**src/rtl/logic_thief_reader_if.sv**
```systemverilog
// Bus between the logic-thief readout engine, capture BRAM port B and the
// software word handshake. master = readout engine side.
interface logic_thief_reader_if #(
    parameter int DW = 192,
    parameter int AW = 8
);
    logic [AW-1:0] mem_addr_o;
    logic [DW-1:0] mem_rdata_i;
    logic [31:0]   word_o;
    logic          word_valid_o;
    logic          word_ack_i;

    modport master (output mem_addr_o, word_o, word_valid_o, input mem_rdata_i, word_ack_i);
    modport slave  (input mem_addr_o, word_o, word_valid_o, output mem_rdata_i, word_ack_i);
endinterface

```
**src/rtl/logic_thief_reader.sv**
```systemverilog
// Logic-thief capture readout: walks BRAM port B and serves each entry as 32-bit words.
// Optional LT_READ_CHECKSUM_EN appends an XOR checksum word after the last entry.
module logic_thief_reader #(
    parameter int LOGTHIEF_DATA_WIDTH = 192,
    parameter int LOGTHIEF_LOG2_DEEP  = 8,
    parameter int RD_LATENCY          = 1
) (
    input  logic                        clk_i,
    input  logic                        reset_i,
    input  logic [31:0]                 cmd_i,
    input  logic [LOGTHIEF_LOG2_DEEP:0] num_entries_i,
    output logic [31:0]                 status_o,
    logic_thief_reader_if.master        bus
);
    localparam int AW    = LOGTHIEF_LOG2_DEEP;
    localparam int WORDS = LOGTHIEF_DATA_WIDTH / 32;
    localparam int WIDX  = (WORDS > 1) ? $clog2(WORDS) : 1;
    localparam logic [31:0] CMD_START = 32'hBEEFBEEF;
    localparam logic [31:0] CMD_ABORT = 32'hDEADDEAD;

    typedef enum logic [2:0] {S_IDLE, S_FETCH, S_WAIT, S_SERVE, S_DONE, S_CHK} state_t;

    state_t                 state_q, state_d;
    logic [AW-1:0]          entry_idx_q, entry_idx_d;
    logic [AW-1:0]          addr_q, addr_d;
    logic [AW:0]            num_q, num_d;
    logic [WIDX-1:0]        word_idx_q, word_idx_d;
    logic [1:0]             lat_q, lat_d;
    logic [WORDS-1:0][31:0] entry_q, entry_d;
    logic                   aborted_q, aborted_d;
    logic                   start_seen_q;
    logic                   start_hit, abort_hit, start_go, ack_go;
    logic                   chk_ok;
    logic [31:0]            chk_word;
    state_t                 last_state;

    assign start_hit = (cmd_i == CMD_START) && !start_seen_q;
    assign abort_hit = (cmd_i == CMD_ABORT);
    assign start_go  = start_hit && !abort_hit && (state_q == S_IDLE || state_q == S_DONE);
    assign ack_go    = bus.word_ack_i && bus.word_valid_o && !abort_hit;

    always_comb begin
        state_d     = state_q;
        entry_idx_d = entry_idx_q;
        addr_d      = addr_q;
        num_d       = num_q;
        word_idx_d  = word_idx_q;
        lat_d       = lat_q;
        entry_d     = entry_q;
        aborted_d   = aborted_q;
        if (abort_hit) begin
            state_d   = S_IDLE;
            aborted_d = 1'b1;
        end else begin
            case (state_q)
                S_IDLE, S_DONE: if (start_go) begin
                    aborted_d   = 1'b0;
                    num_d       = num_entries_i;
                    entry_idx_d = '0;
                    addr_d      = '0;
                    word_idx_d  = '0;
                    state_d     = (num_entries_i == '0) ? S_DONE : S_FETCH;
                end
                S_FETCH: begin
                    lat_d   = '0;
                    state_d = S_WAIT;
                end
                S_WAIT: begin
                    if (lat_q == 2'(RD_LATENCY - 1)) begin
                        entry_d    = bus.mem_rdata_i;
                        word_idx_d = '0;
                        state_d    = S_SERVE;
                    end else begin
                        lat_d = lat_q + 2'd1;
                    end
                end
                S_SERVE: if (ack_go) begin
                    if (word_idx_q != WIDX'(WORDS - 1)) begin
                        word_idx_d = word_idx_q + 1'b1;
                    end else if ({1'b0, entry_idx_q} + 1'b1 == num_q) begin
                        // count compare, so a full-depth read stops at the top address
                        state_d = last_state;
                    end else begin
                        entry_idx_d = entry_idx_q + 1'b1;
                        addr_d      = entry_idx_q + 1'b1;
                        state_d     = S_FETCH;
                    end
                end
                S_CHK: if (ack_go) state_d = S_DONE;
                default: state_d = S_IDLE;
            endcase
        end
    end

    always_ff @(posedge clk_i) begin
        if (reset_i) begin
            state_q      <= S_IDLE;
            entry_idx_q  <= '0;
            addr_q       <= '0;
            num_q        <= '0;
            word_idx_q   <= '0;
            lat_q        <= '0;
            entry_q      <= '0;
            aborted_q    <= 1'b0;
            start_seen_q <= 1'b0;
        end else begin
            state_q      <= state_d;
            entry_idx_q  <= entry_idx_d;
            addr_q       <= addr_d;
            num_q        <= num_d;
            word_idx_q   <= word_idx_d;
            lat_q        <= lat_d;
            entry_q      <= entry_d;
            aborted_q    <= aborted_d;
            start_seen_q <= (cmd_i == CMD_START);
        end
    end

`ifdef LT_READ_CHECKSUM_EN
    logic [31:0] chk_q;
    logic        chk_ok_q;

    always_ff @(posedge clk_i) begin
        if (reset_i) begin
            chk_q    <= '0;
            chk_ok_q <= 1'b0;
        end else if (start_go) begin
            chk_q    <= '0;
            chk_ok_q <= 1'b0;
        end else if (ack_go && state_q == S_SERVE) begin
            chk_q <= chk_q ^ bus.word_o;
        end else if (ack_go && state_q == S_CHK) begin
            chk_ok_q <= 1'b1;
        end
    end

    assign chk_ok     = chk_ok_q;
    assign chk_word   = chk_q;
    assign last_state = S_CHK;
`else
    assign chk_ok     = 1'b0;
    assign chk_word   = '0;
    assign last_state = S_DONE;
`endif

    assign bus.mem_addr_o   = addr_q;
    assign bus.word_valid_o = (state_q == S_SERVE) || (state_q == S_CHK);
    assign bus.word_o       = (state_q == S_CHK) ? chk_word : entry_q[word_idx_q];

    assign status_o = {(state_q == S_FETCH || state_q == S_WAIT || state_q == S_SERVE || state_q == S_CHK),
                       (state_q == S_DONE), aborted_q, chk_ok, 4'b0,
                       16'(entry_idx_q), 8'(word_idx_q)};
endmodule

```
**src/flat_wrapper.sv**
```systemverilog
// flat-port wrapper written by rule: the top's interface ports become plain ports
module logic_thief_reader_flat 
#(
    parameter int LOGTHIEF_DATA_WIDTH = 192,
    parameter int LOGTHIEF_LOG2_DEEP  = 8,
    parameter int RD_LATENCY          = 1
)
  (clk_i, reset_i, cmd_i, num_entries_i, status_o, bus_mem_addr_o, bus_word_o, bus_word_valid_o, bus_mem_rdata_i, bus_word_ack_i);
  logic_thief_reader_if #(.DW(192), .AW(8)) bus_i ();
  input  logic clk_i;
  input  logic reset_i;
  input  logic [31:0] cmd_i;
  input  logic [LOGTHIEF_LOG2_DEEP:0] num_entries_i;
  output logic [31:0] status_o;
  output wire logic [$bits(bus_i.mem_addr_o)-1:0] bus_mem_addr_o;
  output wire logic [$bits(bus_i.word_o)-1:0] bus_word_o;
  output wire logic [$bits(bus_i.word_valid_o)-1:0] bus_word_valid_o;
  input wire logic [$bits(bus_i.mem_rdata_i)-1:0] bus_mem_rdata_i;
  input wire logic [$bits(bus_i.word_ack_i)-1:0] bus_word_ack_i;
  assign bus_mem_addr_o = bus_i.mem_addr_o;
  assign bus_word_o = bus_i.word_o;
  assign bus_word_valid_o = bus_i.word_valid_o;
  assign bus_i.mem_rdata_i = bus_mem_rdata_i;
  assign bus_i.word_ack_i = bus_word_ack_i;
  logic_thief_reader #(.LOGTHIEF_DATA_WIDTH(LOGTHIEF_DATA_WIDTH), .LOGTHIEF_LOG2_DEEP(LOGTHIEF_LOG2_DEEP), .RD_LATENCY(RD_LATENCY)) u_core (.clk_i(clk_i), .reset_i(reset_i), .cmd_i(cmd_i), .num_entries_i(num_entries_i), .status_o(status_o), .bus(bus_i));
endmodule
```
**config.mk**
```make
export PLATFORM = sky130hd
export DESIGN_NAME = logic_thief_reader_flat
export DESIGN_NICKNAME = d
export VERILOG_FILES = /design/src/rtl/logic_thief_reader_if.sv /design/src/rtl/logic_thief_reader.sv /design/src/flat_wrapper.sv
export SDC_FILE = /design/constraint.sdc
export NUM_CORES = 1
export LEC_CHECK = 0
export ABC_AREA = 1
export CORE_UTILIZATION = 48
export CTS_CLUSTER_SIZE = 12
export DETAILED_ROUTE_END_ITERATION = 10
export PLACE_DENSITY = 0.81
export SYNTH_ARGS = -nofsm -noshare
export SYNTH_HDL_FRONTEND = slang
export SYNTH_SLANG_ARGS = --single-unit
```
**constraint.sdc**
```tcl
create_clock -name clk_i -period 2.2 [get_ports clk_i]
set_clock_uncertainty 0.05 [all_clocks]
set_input_delay 0.33 -clock clk_i [delete_from_list [all_inputs] [get_ports clk_i]]
set_output_delay 0.33 -clock clk_i [all_outputs]
set_load 0.01 [all_outputs]
```
### Word level (Yosys, flattened, before mapping)

Index checks and enable logic that the tools add are counted.

| storage, ports and cells | value |
|---|---|
| register bits | 219 |
| latch bits | 0 |
| memory bits (writable) | 0 |
| bits in read-only memories | 0 |
| bits of input ports | 236 |
| output and inout bits | 73 |
| word-level logic and storage cells | 91 |
| memories | 0 |

| cells by class | value |
|---|---|
| $add $sub $neg | 4 |
| $mul | 0 |
| divide/modulo/power cells | 0 |
| $lt $le $gt $ge | 1 |
| eq/ne operators | 17 |
| shift-type cells | 0 |
| muxes and demuxes | 26 |
| bitwise operators | 1 |
| reduce and logical (&&, ||, !) cells | 29 |

Operators with widths:

| cell | number |
|---|---|
| binary-select mux 32 bit (select 3 bit) | 1 |
| equality test 32 bit (second input constant) | 2 |
| two-way mux 32 bit | 2 |
| two-way mux 3 bit | 11 |
| two-way mux 8 bit | 4 |
| case mux 8 bit (2 select lines) | 1 |
| case mux 3 bit (5 select lines) | 1 |
| AND reduction 6 bit | 2 |
| inequality test 2 x 1 -> 1 bit (second input constant) | 5 |
| adder 8 x 1 -> 9 bit (second input constant) | 1 |
| equality test 9 bit | 1 |
| zero test 9 bit | 1 |
| case mux 3 bit (3 select lines) | 1 |
| AND reduction 3 bit | 3 |
| adder 8 x 1 -> 8 bit (second input constant) | 1 |
| nonzero test 2 bit | 4 |
| equality test 3 x 2 -> 1 bit (second input constant) | 2 |
| equality test 3 bit (second input constant) | 2 |
| inequality test 2 bit (second input constant) | 3 |
| logical AND 1 bit | 5 |
| logical OR 1 bit | 5 |
| AND reduction 5 bit | 1 |
| less-than comparator 3 x 4 -> 1 bit (second input constant) | 1 |
| case mux 2 bit (2 select lines) | 1 |
| other kinds (13) | 17 |

### Logic depth before layout (Yosys ltp)

| depth | value |
|---|---|
| word-level depth | 7 |
| mapped depth | 14 |
| gate-level depth less buffers | 14 |

### Least setup slack after synthesis

OpenSTA, ideal clock, no wires.

| path | value |
|---|---|
| kind | register to output |
| start point | reg u_core.word_idx_q[0] |
| end point | out bus_word_o[25] |
| arrival | 1,573 ps |
| data required time | 1,820 ps |
| path slack | 247 ps |
| stages on the path, launching flop included | 8 |
| buffers on the path | 3 |
| cells stage by stage | dfxtp_1 -> buf_2 -> clkbuf_1 -> clkbuf_1 -> nor2_1 -> o22ai_1 -> nand2_1 -> a21oi_1 |

| between the ends | value |
|---|---|
| longest elaborated chain between the ends | 3 |

RTL lines:

| element | line | text |
|---|---|---|
| start, declared | logic_thief_reader.sv:27 | `logic [WIDX-1:0] word_idx_q, word_idx_d;` |
| start signal, assigned | logic_thief_reader.sv:111 | `word_idx_q <= word_idx_d;` |
| binary-select mux 32 bit (select 3 bit) | logic_thief_reader.sv:148 | `assign bus.word_o = (state_q == S_CHK) ? chk_word : entry_q[word_idx_q];` |
| two-way mux 32 bit (implied by the code) | logic_thief_reader.sv:148 |  |
| two-way mux 32 bit | logic_thief_reader.sv:148 |  |
| end, declared | flat_wrapper.sv:16 | `output wire logic [$bits(bus_i.word_o)-1:0] bus_word_o;` |

No other way between the ends. The select of a mux whose other input is x is not followed.

### Worst setup path in the final report

| path | value |
|---|---|
| start point | reg u_core.word_idx_q[1] |
| end point | out bus_word_o[5] |

Same word-level chain as after synthesis.

==> implementation parameters <==
Parameter                              Value

Clock network
  Clock buffer count from CTS    24
  Clock-pin slew reported for the worst setup and hold paths after clock tree synthesis    0.06 ns
  Total number of H-tree levels    1
  Number of hold buffers added after cts    0
  Number of clock sinks    219
  CTS root buf    sky130_fd_sc_hd__clkbuf_16
  TritonCTS clock tree    yes
  Insertion delay to the later sink of the worst-skew pair    0.51 ns
  Worst-case clock buffer depth    3

Hold path
  Hold/Removal Path Class    in -> reg

GRT
  Vias in the first global route    10,700
  Global-route wire length before repair    53,100 microns
  Initial antenna violation count    3
  Total global routing track utilization    30.0%
  Pin count of the biggest net entering global routing    91
  Residual overflow from global routing    0

Routing
  Antenna-violating nets left    0
  Final Routed Wirelength    34,400 microns
  Detail-routed net length per standard cell    16.3 microns
  Via/cell ratio    5.41
  Number of search-and-repair iterations in the first detailed-routing pass    5
  DRC violation count after routing    0
  Vias after detailed routing    11,400
  1st-iter DRT viols    729

Yosys
  Area share of the largest cell type after synthesis    42.1%
  Gate count of the mapped netlist    1,535
  Mapped Area    10,400 sq um
  Post-synth EDFFs    0
  Fraction of the yosys area taken by sequential cells    42.1%
  Ys Warns    0
  Prevailing post-synth register cell    sky130_fd_sc_hd__dfxtp_1
  Cells taking the most area after synthesis    sky130_fd_sc_hd__dfxtp_1 42%, sky130_fd_sc_hd__nor2_1 18%, sky130_fd_sc_hd__o21ai_0 15%, sky130_fd_sc_hd__nand2_1 5.0%, sky130_fd_sc_hd__a21oi_1 2.5%
  Number of distinct standard cells referenced by the synthesized netlist    30
  Flop and latch count out of synthesis    219
  Area leader, netlist    sky130_fd_sc_hd__dfxtp_1
  Mapped Avg Cell Area    6.79 sq um
  Synth async-reset ratio    0%

Power and ir drop
  Leakage component of the power    0.00582 uW
  Power density over the cells    576 nW/um^2
  Largest vdd supply drop    0.479 mV

Setup path
  Critical Path Start Type    flip-flop
  CP Data Arrival Time    1.97 ns
  Critical path class    reg -> out
  Critical path capture point type    output pin
  Cell with the largest stage delay on the worst path    sky130_fd_sc_hd__dfxtp_4
  Cells along the critical path    bufbuf_16 > o21ai_0 > o22ai_1 > nand2_1 > a21oi_1 > buf_2
  Largest fanout of any net on the critical path    13
  CP delay by family, top    compound AO/OA/AOI/OAI gates
  Data required time of the worst path    1.82 ns
  Slowest cell delay on critical path    0.39 ns
  Buffers & Inverters on Critical Path    2
  Worst setup slack for register-to-register paths    0.08 ns

Final layout
  Fill cells    1,734
  Post-layout instance area    15,000 sq um
  Syn-to-layout area delta    44.0%
  Number of nets at the end of the flow    2,059
  Count of non-filler cells in the finished layout    2,113
  Fraction of final layout cells with drive strength greater than 1    12.2%

STA
  Setup repair after global routing missed its margin    true
  Worst setup margin    -0.153 ns
  Hold violation count in the final report    0
  Pins Over Slew Limit    0
  Final setup viols    31
  Hold WS    0.400 ns
  Final-layout setup total negative slack    -2.70 ns
  Max Freq    0.425 GHz
  Min Clock Period, post-route    2.35 ns
  Tcrit/Tclk final    107%

Placed design
  Port Buffer Count    290
  Placed cells    2,041
  Cell area after placement    13,600 sq um
  Setup slack after placement    -0.142 ns
  Estimated wirelength of the detail-placed design    23,200 microns
  Placer's final routability congestion estimate    0.910

Floorplan
  I/O pin total    309
  Number of placement rows    53
  Core Area    21,200 sq um
  Floorplan die height    149 microns
  Initial Util    49.2%
  Chip Width    149 microns
  Die Area    22,300 sq um

Status
  Run status    finished with violations
  Violated checks    setup timing

Run
  Max-Cap Viols    0
## layout make-up
cell class / instances / area (sq um) / share of cell area [%]
multi-input cells: 1146 / 5370 / 35.8
inverters: 57 / 236 / 1.58
clock inverters: 3 / 40.0 / 0.267
repair buffers: 371 / 3850 / 25.7
clock buffers: 39 / 759 / 5.06
diodes: 3 / 7.51 / 0.0500
flip-flops and latches: 219 / 4390 / 29.3
well taps: 275 / 344 / 2.29
## path summary, 6_finish.rpt
kind / startpoint / endpoint / depth (start not counted)
worst min-delay path: bus_mem_rdata_i[57] / u_core.entry_q[57] / 3
worst max-delay path: u_core.word_idx_q[1] / bus_word_o[5] / 6
worst min register to register: u_core.num_q[1] / u_core.num_q[1] / 2
worst max register to register: u_core.word_idx_q[0] / u_core.word_idx_q[1] / 10
## cell usage in the layout (no fill, tap or decap), types with 24 or more instances in the layout
cell | synthesis | routed
sky130_fd_sc_hd__o21ai_1 | 0 | 43
sky130_fd_sc_hd__o22ai_1 | 32 | 24
sky130_fd_sc_hd__clkdlybuf4s50_1 | 0 | 255
sky130_fd_sc_hd__a21oi_1 | 51 | 30
sky130_fd_sc_hd__nand2_1 | 138 | 132
sky130_fd_sc_hd__nor2_1 | 491 | 487
sky130_fd_sc_hd__buf_2 | 33 | 32
sky130_fd_sc_hd__dfxtp_1 | 219 | 215
sky130_fd_sc_hd__o21ai_0 | 302 | 251
sky130_fd_sc_hd__nand3_1 | 36 | 36
sky130_fd_sc_hd__o21a_1 | 32 | 32
sky130_fd_sc_hd__inv_1 | 52 | 48
sky130_fd_sc_hd__clkbuf_16 | 0 | 28
sky130_fd_sc_hd__buf_4 | 27 | 39
## tightest hold or removal path: stages
cell                              delay, ns
sky130_fd_sc_hd__clkdlybuf4s50_1       0.39
sky130_fd_sc_hd__o21ai_0               0.15
sky130_fd_sc_hd__nor2_1                0.04
## power breakdown
part           leakage, uW  internal, uW  switching [uW]
Clock             0.000394          2460            1570
Combinational      0.00366           422             229
Sequential         0.00177          3960      0.00000565
## stage by stage
step	total power, uW	util [%]
4_1_cts	8660	70.6
3_3_place_gp	4690	64.4
3_5_place_dp	4690	64.4
6_report	8650	70.9
2_1_floorplan	4230	-
5_1_grt	8900	70.9
## synthesized netlist by cell type, types with 3 or more instances
master                     number
sky130_fd_sc_hd__nor2_1       491
sky130_fd_sc_hd__o21ai_0      302
sky130_fd_sc_hd__dfxtp_1      219
sky130_fd_sc_hd__nand2_1      138
sky130_fd_sc_hd__clkbuf_1      57
sky130_fd_sc_hd__inv_1         52
sky130_fd_sc_hd__a21oi_1       51
sky130_fd_sc_hd__nand3_1       36
sky130_fd_sc_hd__buf_2         33
sky130_fd_sc_hd__o21a_1        32
sky130_fd_sc_hd__o22ai_1       32
sky130_fd_sc_hd__buf_4         27
sky130_fd_sc_hd__nor3_1        13
sky130_fd_sc_hd__buf_6         10
sky130_fd_sc_hd__nand2_2        6
sky130_fd_sc_hd__nand4_1        6
sky130_fd_sc_hd__nor4_1         5
sky130_fd_sc_hd__ha_1           4
sky130_fd_sc_hd__nor2_4         4
sky130_fd_sc_hd__inv_2          3
## registers in the layout, indices dropped and copies added (netlist names)
| name | cells |
|---|---|
| u_core.entry_q | 192 |
| u_core.num_q | 9 |
| u_core.entry_idx_q | 8 |
| u_core.state_q | 3 |
| u_core.word_idx_q | 3 |
| u_core.lat_q | 2 |
| u_core.aborted_q | 1 |
| u_core.start_seen_q | 1 |
## layer usage
layer	GRT usage, %	wire length (microns)	vias up	share of wire [%]
li1	-	-	5569	-
met1	37.4	14100	5297	41
met2	51.3	16300	467	48
met3	4.95	2600	88	7.6
met4	12.3	1310	0	3.8
met5	0	0	-	0
## cell families (layout without fill, tap and decap cells)
kind of cell,after synthesis,count (layout),synth area share (%)
other,1,21,0.0360
AO/OA/AOI/OAI,417,417,21.2
buffers and inverters,187,470,8.87
adder cells (fa/ha/maj),4,4,0.481
AND/OR/NAND/NOR,704,704,27.1
XOR/XNOR,3,3,0.252
flip-flops,219,219,42.1
## what timing repair did
| item | 4_1_cts | 5_1_grt |
|---|---|---|
| resized for setup | 218 | 52 |
| setup endpoints to repair | 34 | 34 |
| pin swaps | 31 | 23 |
| gates cloned | 9 | 2 |
| setup buffers | 15 | 4 |
Power figures use the tool's default switching activity.
